### config.mk
export PLATFORM = sky130hd
export DESIGN_NAME = scroll_message_loader
export DESIGN_NICKNAME = d
export VERILOG_FILES = /design/src/rtl/scroll_message_loader.sv
export SDC_FILE = /design/constraint.sdc
export NUM_CORES = 1
export LEC_CHECK = 0
export ABC_AREA = 1
export CORE_ASPECT_RATIO = 2
export CORE_MARGIN = 3
export CORE_UTILIZATION = 35
export CTS_CLUSTER_DIAMETER = 120
export DETAILED_ROUTE_END_ITERATION = 6
export PLACE_DENSITY_LB_ADDON = 0.08
export REMOVE_ABC_BUFFERS = 1
export SYNTH_ARGS = -nofsm -noshare
export SYNTH_HDL_FRONTEND = slang
export SYNTH_SLANG_ARGS = --single-unit
export TNS_END_PERCENT = 1
### constraint.sdc
create_clock -name clock -period 2.2 [get_ports clock]
set_input_delay 0.22 -clock clock [delete_from_list [all_inputs] [get_ports clock]]
set_output_delay 0.22 -clock clock [all_outputs]
set_load 0.02 [all_outputs]
### src/rtl/scroll_message_loader.sv
// -----------------------------------------------------------------------------
// scroll_message_loader
// Writer side of the scrolling display. Characters chosen on the switches are
// encoded to active-low 7-segment patterns ({g,f,e,d,c,b,a}) and appended to a
// DEPTH-entry buffer on each write key press. A commit publishes the length to
// the scroller, which reads patterns back through a registered read port.
//
// Ports
//   clock       system clock
//   resetb      asynchronous active-low reset
//   char_code   character code to append
//   write_n     append key (raw, active-low)
//   commit_n    commit key (raw, active-low)
//   clear_n     clear key (raw, active-low)
//   rd_addr     scroller read address
//   rd_pattern  registered pattern at rd_addr, blank when outside the message
//   msg_length  committed character count
//   msg_valid   a committed message is available
//   char_count  characters entered so far
//   preview     registered pattern of the current char_code
//   overflow    one-cycle pulse when a write is dropped because the buffer is full
//
// state     | meaning
// EMPTY     | no characters entered
// ENTRY     | 1..DEPTH-1 characters entered, writes accepted
// FULL      | DEPTH characters entered, writes dropped with overflow pulse
// COMMITTED | message published, buffer and length frozen until clear
// -----------------------------------------------------------------------------
module scroll_message_loader #(
    parameter int DEPTH  = 16,
    parameter int ADDR_W = $clog2(DEPTH)
) (
    input  logic              clock,
    input  logic              resetb,
    input  logic [4:0]        char_code,
    input  logic              write_n,
    input  logic              commit_n,
    input  logic              clear_n,
    input  logic [ADDR_W-1:0] rd_addr,
    output logic [6:0]        rd_pattern,
    output logic [ADDR_W:0]   msg_length,
    output logic              msg_valid,
    output logic [ADDR_W:0]   char_count,
    output logic [6:0]        preview,
    output logic              overflow
);

    typedef logic [ADDR_W:0] cnt_t;
    typedef enum logic [1:0] {EMPTY, ENTRY, FULL, COMMITTED} state_t;

    localparam cnt_t       CNT_LAST = cnt_t'(DEPTH - 1);
    localparam logic [6:0] BLANK    = 7'h7F;

    function automatic logic [6:0] encode(input logic [4:0] code);
        logic [6:0] seg;
        case (code)
            5'd0:    seg = 7'b1000000;
            5'd1:    seg = 7'b1111001;
            5'd2:    seg = 7'b0100100;
            5'd3:    seg = 7'b0110000;
            5'd4:    seg = 7'b0011001;
            5'd5:    seg = 7'b0010010;
            5'd6:    seg = 7'b0000010;
            5'd7:    seg = 7'b1111000;
            5'd8:    seg = 7'b0000000;
            5'd9:    seg = 7'b0010000;
            5'd10:   seg = 7'b0001000;
            5'd11:   seg = 7'b0000011;
            5'd12:   seg = 7'b1000110;
            5'd13:   seg = 7'b0100001;
            5'd14:   seg = 7'b0000110;
            5'd15:   seg = 7'b0001110;
            5'd17:   seg = 7'b0001001;
            5'd18:   seg = 7'b1000111;
            5'd19:   seg = 7'b0001100;
            5'd20:   seg = 7'b1000001;
            5'd21:   seg = 7'b0111111;
            default: seg = BLANK;
        endcase
        return seg;
    endfunction

    // Key path: {clear, commit, write}. Synchronizer and edge registers reset
    // to 0 so a key held low through reset release never looks like a press.
    logic [2:0] key_s1_q, key_s2_q, key_prev_q;
    logic [2:0] key_press;

    always_ff @(posedge clock or negedge resetb) begin
        if (!resetb) begin
            key_s1_q   <= 3'b000;
            key_s2_q   <= 3'b000;
            key_prev_q <= 3'b000;
        end else begin
            key_s1_q   <= {clear_n, commit_n, write_n};
            key_s2_q   <= key_s1_q;
            key_prev_q <= key_s2_q;
        end
    end

    assign key_press = key_prev_q & ~key_s2_q;

    logic write_p, commit_p, clear_p;
    assign write_p  = key_press[0];
    assign commit_p = key_press[1];
    assign clear_p  = key_press[2];

    state_t     state_q;
    cnt_t       count_q;
    cnt_t       len_q;
    logic       valid_q;
    logic       ovf_q;
    logic [6:0] rd_pat_q;
    logic [6:0] preview_q;

    // Clear beats commit beats write; a write losing that race is simply lost.
    always_ff @(posedge clock or negedge resetb) begin
        if (!resetb) begin
            state_q <= EMPTY;
            count_q <= '0;
            len_q   <= '0;
            valid_q <= 1'b0;
            ovf_q   <= 1'b0;
        end else begin
            ovf_q <= 1'b0;
            if (clear_p) begin
                state_q <= EMPTY;
                count_q <= '0;
                len_q   <= '0;
                valid_q <= 1'b0;
            end else if (commit_p) begin
                if (state_q == ENTRY || state_q == FULL) begin
                    len_q   <= count_q;
                    valid_q <= 1'b1;
                    state_q <= COMMITTED;
                end
            end else if (write_p) begin
                case (state_q)
                    EMPTY: begin
                        count_q <= cnt_t'(1);
                        state_q <= ENTRY;
                    end
                    ENTRY: begin
                        count_q <= count_q + cnt_t'(1);
                        if (count_q == CNT_LAST) begin
                            state_q <= FULL;
                        end
                    end
                    FULL:    ovf_q <= 1'b1;
                    default: ;
                endcase
            end
        end
    end

    // Buffer RAM: not reset, reads outside a committed message are masked.
    logic [6:0] mem [DEPTH];
    logic       mem_we;

    assign mem_we = write_p && !commit_p && !clear_p
                    && (state_q == EMPTY || state_q == ENTRY);

    always_ff @(posedge clock) begin
        if (mem_we) begin
            mem[count_q[ADDR_W-1:0]] <= encode(char_code);
        end
    end

    always_ff @(posedge clock or negedge resetb) begin
        if (!resetb) begin
            rd_pat_q  <= BLANK;
            preview_q <= BLANK;
        end else begin
            preview_q <= encode(char_code);
            if (valid_q && ({1'b0, rd_addr} < len_q)) begin
                rd_pat_q <= mem[rd_addr];
            end else begin
                rd_pat_q <= BLANK;
            end
        end
    end

    assign rd_pattern = rd_pat_q;
    assign msg_length = len_q;
    assign msg_valid  = valid_q;
    assign char_count = count_q;
    assign preview    = preview_q;
    assign overflow   = ovf_q;

endmodule

# Word-level counts from Yosys, hierarchy flattened

Memory sizes are Yosys's and may differ from the RTL's. A register that Yosys moved wholly into a read port is not among the register bits.
Cells that the tools add are included.

Register bits after elaboration: 30
Bits in writable memories: 112
ROM bits: 448
Output and inout bits: 26
Memories kept: 3

Memory list:

| memory           | depth | width | read ports | clocked after memory_dff | wr ports | RTL line | RTL |
|---|---|---|---|---|---|---|---|
| (name not given) | 32    | 7     | 1          | 0                        | 0        | 56       | `case (code)` |
| (name not given) | 32    | 7     | 1          | 1                        | 0        | 56       |  |
| mem              | 16    | 7     | 1          | 0                        | 1        | 156      | `logic [6:0] mem [DEPTH];` |

Add/subtract/negate cells: 1
$lt $le $gt $ge: 1
Equal/unequal tests: 6
Muxes and demuxes: 24
Bitwise operators: 2
Reductions and logical operators: 19

Operators with widths:

| kind                                                   | count |
|---|---|
| two-way mux 5 bit                                      | 6 |
| two-way mux 7 bit                                      | 2 |
| two-way mux 2 bit                                      | 5 |
| case mux 5 bit (2 select lines)                        | 1 |
| two-way mux 1 bit                                      | 9 |
| nonzero test 2 bit                                     | 3 |
| nonzero test 3 bit                                     | 2 |
| adder 5 x 1 -> 5 bit (second input constant)           | 1 |
| equality test 5 x 4 -> 1 bit (second input constant)   | 1 |
| < comparator 4 x 5 -> 1 bit                            | 1 |
| logical AND 1 bit                                      | 4 |
| inequality test 4 bit (second input constant)          | 1 |
| case mux 2 bit (2 select lines)                        | 1 |
| AND reduction 4 bit                                    | 1 |
| nonzero test 4 bit                                     | 1 |
| bitwise AND 3 bit                                      | 1 |
| zero test 1 bit                                        | 3 |
| inequality test 3 x 1 -> 1 bit (second input constant) | 1 |
| inverter 3 bit                                         | 1 |
| AND reduction 3 bit                                    | 1 |
| equality test 2 x 1 -> 1 bit (second input constant)   | 1 |
| equality test 2 bit (second input constant)            | 1 |
| zero test 2 bit                                        | 1 |
| logical OR 1 bit                                       | 2 |
| other kinds (2)                                        | 2 |

# Logic depth before layout (Yosys ltp)

Gate-level depths: netlist of run 1.

Depth in word-level cells: 8
Gate-level depth with buffers: 9
Depth with buffers taken out: 9

# Worst setup path after synthesis of run 1

OpenSTA, ideal clock, no wires.

Path type: flip-flop to flip-flop
Start point: register state_q[1]
End point: memory mem[15][0] (enable)
Setup time: 380 ps
Arrival time: 1624 ps
Required time: 1820 ps
Path slack: 195 ps
Stages on the path, launching flop included: 9
Path buffers: 0
Period minus slack after synthesis: 2005 ps
Cell sequence: dfrtp_1 inv_1 ha_1 nor2_1 inv_1 nand2_1 nor2_4 inv_1 nor3_1

Word-level cells in the longest chain between the ends: 5
Elaborated cells between the ends (all ways): 6

Ends and longest elaborated chain:

| item                                                                   | RTL line | RTL |
|---|---|---|
| start: declaration                                                     | 107      | `state_t state_q;` |
| start signal: assignment                                               | 118      | `state_q <= EMPTY;` |
| start signal: assignment                                               | 126      | `state_q <= EMPTY;` |
| start signal: assignment                                               | 134      | `state_q <= COMMITTED;` |
| equality test 2 x 1 -> 1 bit / zero test 2 bit (equally long branches) | 160      | `&& (state_q == EMPTY \|\| state_q == ENTRY);` |
| logical OR 1 bit (*)                                                   | 160      |  |
| logical AND 1 bit (*)                                                  | 160      |  |
| two-way mux 1 bit (*)                                                  | 163      | `if (mem_we) begin` |
| two-way mux 1 bit (implied by the code) (*)                            | 164      | `mem[count_q[ADDR_W-1:0]] <= encode(char_code);` |
| end: declaration                                                       | 156      |  |

Every way passes the cells marked *; elsewhere a longest branch is shown, timed or not.

# Worst setup path after layout of run 1

Start point: register state_q[1]
End point: memory mem[7][1] (enable)

Same word-level chain as after synthesis.

==> results.cfg, run 1 <==
[routing]
drt_iter0_drc = 257
vias = 4594
drt-total-wl_um = 17100
dr.pass1.iters = 4
postRouteAntennaNets = 0
viasPerCell = 4.83
drc_errors = 0
wl_per_cell_um = 17.9

[sta]
finalMaxSlewViolations = 0
tightestPinTransition_ns = 0.873
finalCritPeriodShare = 0.871
fmax_mhz = 522
setup_viol = 0
grt_setup_unrepaired = no
holdWs_ns = 0.245
finalClockSkew_ns = 0.00967
setup_ws_ns = 0.284
period_minus_slack_ns = 1.92
hold_viol_final = 0
relSlewSlack = 0.418

[final_layout]
num_antenna_cells = 0
final_nets = 756
layout_common_cells = nand2_1, edfxtp_1, inv_1
instances_no_fill = 952
drive_gt1_frac = 0.124
final_common_cell = nand2_1
fin_area_um2 = 8140
areaGrowthSynthToFinish_pct = 23.4

[synthesis]
syn_area_um2 = 6600
ys_seq_area_frac = 0.653
synth_edf_count = 112
async_flop_share = 0.248
yosys_warnings = 0
synth_seq_cells = 149
netlist_instances = 648
synth.top_cell.area_share = 0.510
synthTopCellsByArea = edfxtp_1, nand2_1, dfrtp_1, nand3_1, dfstp_2
synth_flop_cell = edfxtp_1
yosys.area.top_type = edfxtp_1
avgSynthCellArea_um2 = 10.2
synth_cell_types = 28

[placement]
placed_cells = 919
port_buffers = 39
hpwl_um = 11800
gp_congestion = 0.872
dp_slack_ns = -0.0590
placed_cell_area_um2 = 7480

[clock_network]
cts_tree = done
clock-sinks = 149
cts_setup_buffers = 0
clockBufferDepth = 2
clock_latency_ns = 0.42
post_cts_resized = 0
cts_root_buf = clkbuf_16
numCtsBuffers = 17
htree_num_levels = 4
clkSlewWorstSetupHoldPaths_ns = 0.06

[power]
p_leak_nw = 3.50
finalPower_mw = 7.31
powerDensity_nw_per_um2 = 897
peakVddDrop_mv = 0.687

[floorplan]
die_y_um = 200
rows = 70
dieArea_um2 = 20600
coreArea_um2 = 18400
io_pins = 40
initial_utilization = 0.359
die_w_um = 103

[worst_setup_path]
path_class = flop to flop
arrival_ns = 2.04
cp-start-kind = flop
required_ns = 2.32
critPathMaxFanout = 7
crit_path_end_kind = flop

[hold_path]
min_path_type = primary input to flop

[global_route]
grt_use_total = 0.175
antenna_found_initial = 0
grt_pass1_vias = 4718
grt_max_degree = 58
grt_pass1_wl_um = 26400
grt_remaining_overflow = 0

[run]
cap_violations = 0

[status]
outcome = completed
## worst paths after layout
kind	start	endpoint	slack, ns	cells after the start
max in group asynchronous	resetb	key_s1_q[2]$_DFF_PN0_	1.19	2
max reg2reg	state_q[1]$_DFFE_PN0P_	mem[7][1]$_DFFE_PP_	0.28	9
min in group asynchronous	resetb	char_count[4]$_DFFE_PN0P_	0.45	2
max	state_q[1]$_DFFE_PN0P_	mem[7][1]$_DFFE_PP_	0.28	9
min reg2reg	key_s1_q[1]$_DFF_PN0_	key_s2_q[1]$_DFF_PN0_	0.35	0
min	clear_n	key_s1_q[2]$_DFF_PN0_	0.24	1
## layer usage
layer	global-route usage	vias to the layer above	share of wire
li1	-	2265	-
met1	0.206	2174	0.40
met2	0.296	113	0.53
met3	0.0307	42	0.030
met4	0.0903	0	0.044
met5	0	-	0
## where the power goes
part           leakage, nW  internal, mW  switching, mW
Clock                0.324          2.03           1.08
Sequential            1.44          3.18         0.0676
Combinational         1.73         0.344          0.598
Total                 3.50          5.56           1.74
## cell type report
class / count / area, µm²
clock buffers: 27 / 578
clock inverters: 5 / 78.8
fillers: 1766 / 10200
inverters: 94 / 353
multi-input cells: 383 / 1830
flip-flops and latches: 149 / 4310
well taps: 216 / 270
repair buffers: 78 / 726
## state kept, by name, indices dropped and copies added, names as in the netlist
register,count
mem,112
preview,7
rd_pattern,7
char_count,5
msg_length,5
key_prev_q,3
key_s1_q,3
key_s2_q,3
state_q,2
msg_valid,1
overflow,1
## through the flow
step | utilization | TNS [ns]
2_1_floorplan | - | 0
3_3_place_gp | 0.406 | 0
3_5_place_dp | 0.406 | -0.932
4_1_cts | 0.443 | 0
5_1_grt | 0.443 | 0
6_report | 0.443 | 0
## repair_timing
item,CTS,global route
setup endpoints to repair,0,0
endpoints found under the hold margin,23,0
hold buffers,1,0
## cell families after synthesis
family                   synth area share
AO/OA/AOI/OAI                      0.0324
buffers and inverters              0.0730
flip-flops                          0.653
AND/OR/NAND/NOR                     0.205
adder cells (fa/ha/maj)            0.0360
XOR/XNOR                          0.00133
## worst max-delay path: stages (launching register included)
cell and delay (ns):
dfrtp_1 0.39, inv_1 0.09, ha_1 0.17, nor2_1 0.05
inv_1 0.06, nand2_1 0.10, nor2_4 0.18, inv_1 0.12
nor3_1 0.24, buf_4 0.23
## synthesized netlist by cell type (2+ instances only)
| cell type | n |
|---|---|
| inv_2 | 2 |
| edfxtp_1 | 112 |
| a31oi_1 | 4 |
| dfstp_2 | 14 |
| o22ai_1 | 7 |
| clkbuf_1 | 3 |
| o21ai_0 | 14 |
| nor3_1 | 4 |
| nand3_1 | 89 |
| o21ai_1 | 2 |
| buf_2 | 10 |
| a21oi_1 | 7 |
| buf_1 | 2 |
| o211ai_1 | 2 |
| inv_1 | 92 |
| buf_6 | 2 |
| nand2_1 | 208 |
| buf_4 | 5 |
| ha_1 | 19 |
| dfrtp_1 | 23 |
| nor2_1 | 20 |
No activity file was read; power rests on OpenSTA's default activity.
==> run 2, diff against run 1 <==
--- a/config.mk
+++ b/config.mk
@@ -11,7 +11,7 @@
 export CORE_UTILIZATION = 35
 export CTS_CLUSTER_DIAMETER = 120
 export DETAILED_ROUTE_END_ITERATION = 6
-export PLACE_DENSITY_LB_ADDON = 0.08
+export PLACE_DENSITY = 0.64
 export REMOVE_ABC_BUFFERS = 1
 export SYNTH_ARGS = -nofsm -noshare
 export SYNTH_HDL_FRONTEND = slang
==> results.cfg, run 2 (synthesis results as in run 1) <==
[final_layout]
finish.utilization = 0.437
largest_reg_flops = 112
areaGrowthSynthToFinish_pct = 21.7
drive_gt1_frac = 0.113
final_nets = 752
final_common_cell = nand2_1
layout_common_cells = nand2_1, edfxtp_1, inv_1
n_fill_cell = 1704
num_antenna_cells = 0
instances_no_fill = 948

[worst_setup_path]
r2r_cells = 9
crit_path_end_kind = flop
ff2ff_setup_slack_ns = 0.33
r2r_start = state_q[1]$_DFFE_PN0P_
critPathMaxFanout = 7
r2r-end = mem[8][1]$_DFFE_PP_
required_ns = 2.31
cp-start-kind = flop
path_class = flop to flop
arrival_ns = 1.99

[placement]
dp_slack_ns = 0.0780
port_buffers = 39
placed_cells = 915
hpwl_um = 10400
gp_congestion = 0.881

[clock_network]
clkSlewWorstSetupHoldPaths_ns = 0.06
numCtsBuffers = 17
clockBufferDepth = 2
post_cts_resized = 0
clock_latency_ns = 0.41
clock-sinks = 149
htree_num_levels = 4
cts_tree = done
cts_root_buf = clkbuf_16
cts_setup_buffers = 0

[routing]
vias = 4554
wl_per_cell_um = 16.0
drt-total-wl_um = 15100
dr.pass1.iters = 5
drt_iter0_drc = 407
postRouteAntennaNets = 0
viasPerCell = 4.80
drc_errors = 0

[sta]
finalClockSkew_ns = 0.00876
finalCritPeriodShare = 0.852
holdWs_ns = 0.241
tns_ns = 0
hold_viol_final = 0
tightestPinTransition_ns = 0.864
finalMaxSlewViolations = 0
relSlewSlack = 0.424
grt_setup_unrepaired = no
fmax_mhz = 534
setup_ws_ns = 0.326
setup_viol = 0
period_minus_slack_ns = 1.87

[global_route]
grt_pass1_wl_um = 24200
grt_max_degree = 58
grt_remaining_overflow = 0
antenna_found_initial = 0
grt_use_total = 0.157
grt_pass1_vias = 4628

[hold_path]
hold_path_end = key_s1_q[2]$_DFF_PN0_
min_path_type = primary input to flop
hold_depth = 1
hp-start = clear_n

[floorplan]
dieArea_um2 = 20600
io_pins = 40
coreArea_um2 = 18400
initial_utilization = 0.359
die_w_um = 103
die_y_um = 200
rows = 70

[power]
peakVddDrop_mv = 0.624
p_leak_nw = 3.45
powerDensity_nw_per_um2 = 870

[run]
cap_violations = 0

[status]
outcome = completed
-- run 2: how the worst max path moves through the flow --
stage	slack, ns	start	endpoint
global placement	0.12	char_code[0]	mem[13][1]$_DFFE_PP_
detailed placement	0.08	char_code[0]	mem[15][1]$_DFFE_PP_
finish	0.33	state_q[1]$_DFFE_PN0P_	mem[8][1]$_DFFE_PP_
CTS	0.34	state_q[1]$_DFFE_PN0P_	mem[12][1]$_DFFE_PP_
floorplan	0.20	state_q[1]$_DFFE_PN0P_	mem[15][0]$_DFFE_PP_
global route	0.22	state_q[1]$_DFFE_PN0P_	mem[12][1]$_DFFE_PP_
-- run 2: what timing repair did --
action	4_1_cts	5_1_grt
endpoints found under the hold margin	23	0
hold buffers	1	0
setup endpoints to repair	0	0
-- run 2: area by class of cell --
type	instances	area [µm²]	share of cell area
flip-flops and latches	149	4310	0.536
multi-input cells	383	1810	0.226
repair buffers	74	683	0.0850
clock buffers	28	582	0.0724
inverters	94	353	0.0439
well taps	216	270	0.0336
clock inverters	4	27.5	0.00343
-- run 2: metal layers --
metal	GRT usage	wire [µm]
met1	0.172	5550
met2	0.280	8500
met3	0.0258	533
met4	0.0801	551
met5	0	0
-- run 2: metrics by stage --
stage / instance area [µm²] / power (mW)
global route: 8030 / 7.28
detailed placement: 7410 / 4.19
CTS: 8030 / 7.04
floorplan: 6470 / 3.76
global placement: 7410 / 4.18
finish: 8030 / 6.99
-- run 2: critical path, stage by stage (launching register included) --
cell	delay, ns
dfrtp_1	0.40
inv_1	0.08
ha_1	0.16
nor2_1	0.05
inv_1	0.06
nand2_1	0.11
nor2_4	0.19
nand2_1	0.17
nor2_1	0.14
buf_4	0.20
-- run 2: report_power, final --
| part | switching (mW) | total [mW] | leakage (nW) | internal, mW |
|---|---|---|---|---|
| combinational | 0.567 | 0.887 | 1.71 | 0.320 |
| clock | 1.05 | 2.86 | 0.301 | 1.81 |
| sequential | 0.0629 | 3.25 | 1.44 | 3.18 |
==> RTL edit (config.mk and constraints of run 1) <==
Re-encode `state_t` (4 states) as one-hot, 4 bits wide.
--- a/src/rtl/scroll_message_loader.sv
+++ b/src/rtl/scroll_message_loader.sv
@@ -46,7 +46,7 @@
 );
 
     typedef logic [ADDR_W:0] cnt_t;
-    typedef enum logic [1:0] {EMPTY, ENTRY, FULL, COMMITTED} state_t;
+    typedef enum logic [3:0] {EMPTY = 4'b0001, ENTRY = 4'b0010, FULL = 4'b0100, COMMITTED = 4'b1000} state_t;
 
     localparam cnt_t       CNT_LAST = cnt_t'(DEPTH - 1);
     localparam logic [6:0] BLANK    = 7'h7F;
Formal check against the unedited RTL: no difference found for any inputs over 10 cycles, from zero or initial values and one cycle with resetb low; not proved beyond that.
==> RTL edit against run 1 <==
Sequential cell count grew 2; design area grew 1.4%; synthesized cell count grew 3.1%; global-route usage grew 0.37 points; total power shrank 7.3%; critical path type unchanged; core utilization shrank 0.62 points; clock power shrank 5%; fmax grew 3.8%; highest routed layer unchanged; setup slack gained 0.071 ns; area after synthesis grew 2.5%; wire length grew 5.6%.
==> RTL edit: results (changes against run 1) <==
routedWlPerCell_um: 17.8  # -0.78%
critPathMaxStageDelay_ns: 0.56  # +0.17 ns
hold-worst-slack_ns: 0.241  # -0.00391 ns
power_density_nw_per_um2: 821  # -8.6%
stdcell_count: 1013  # +6.4%
postCtsSetupBuffers: 0  # unchanged
cp.arrival_ns: 1.96  # -0.08 ns
yosysUniqueCellTypes: 32  # +14%
synth.area.top_cells: "edfxtp_1, nand2_1, dfrtp_1"
synth-compound-area-share: 0.0344  # +0.00200
synth_xor_area_frac: 0.00130  # -0.0000319
ys_seq_area_frac: 0.644  # -0.00811
ctsHoldBuffers: 1  # unchanged
synthTopCellsByCount: "nand2_1, edfxtp_1, nand3_1"
rr_worst_depth: 7  # -2
slew_headroom: 0.391  # -0.0268
post-place-ws_ns: 0.0932  # +0.152 ns
cts_buffers: 17  # unchanged
track_usage: 0.179  # +0.00371
dp_hpwl_um: 13100  # +11%
reg2reg_to: "mem[7][6]"
fillerInstances: 1830  # +3.6%
synthAdderAreaFrac: 0.0296  # -0.00642
nets: 775  # +2.5%
synthCells: 668  # +3.1%
drive_gt1_frac: 0.174  # +0.0505
grt_pass1_wl_um: 28100  # +6.7%
status: "complete, no violations"
postPlaceCellArea_um2: 7650  # +2.3%
synthArstFlopShare: 0.258  # +0.00996
ir_drop_mv: 0.497  # -28%
fin_skew_ns: 0.00791  # -0.00175 ns
post-route-period-util: 0.839  # -0.0322
drt_iter0_markers: 226  # -12%
power_leakage_nw: 3.47  # -0.85%
first_pass_iters: 5  # +1
slowest_stage: "dfstp_2"
grt_pass1_vias: 4948  # +4.9%
viasPerCell: 4.69  # -2.8%
place.gp.congestion: 0.867  # -0.63%
grt_max_degree: 57  # -1.7%
-- RTL edit: routing by layer --
| layer | GRT usage | wire length, µm |
|---|---|---|
| met1 | 0.190 | 6660 |
| met2 | 0.341 | 10200 |
| met3 | 0.0261 | 527 |
| met4 | 0.0837 | 591 |
| met5 | 0 | 0 |
-- RTL edit: layout make-up --
cell class	count	share of cell area
clock buffers	21	0.0533
clock inverters	11	0.0191
inverters	94	0.0433
multi-input cells	400	0.230
flip-flops and latches	151	0.528
well taps	255	0.0386
repair buffers	81	0.0876
-- RTL edit: worst reg2reg max path, stage by stage (launching register included) --
cell and delay, ns:
dfstp_2 0.56, nor2_1 0.06, nor2_1 0.13, nand2_2 0.13, inv_2 0.15, nand3_1 0.18, nor2_1 0.15, buf_4 0.19
-- RTL edit: where the power goes --
part | internal, W | total, W | leakage [nW] | switching [W]
sequential | 0.00316 | 0.00319 | 1.47 | 0.0000364
combinational | 0.000212 | 0.000623 | 1.71 | 0.000411
clock | 0.00188 | 0.00296 | 0.288 | 0.00108
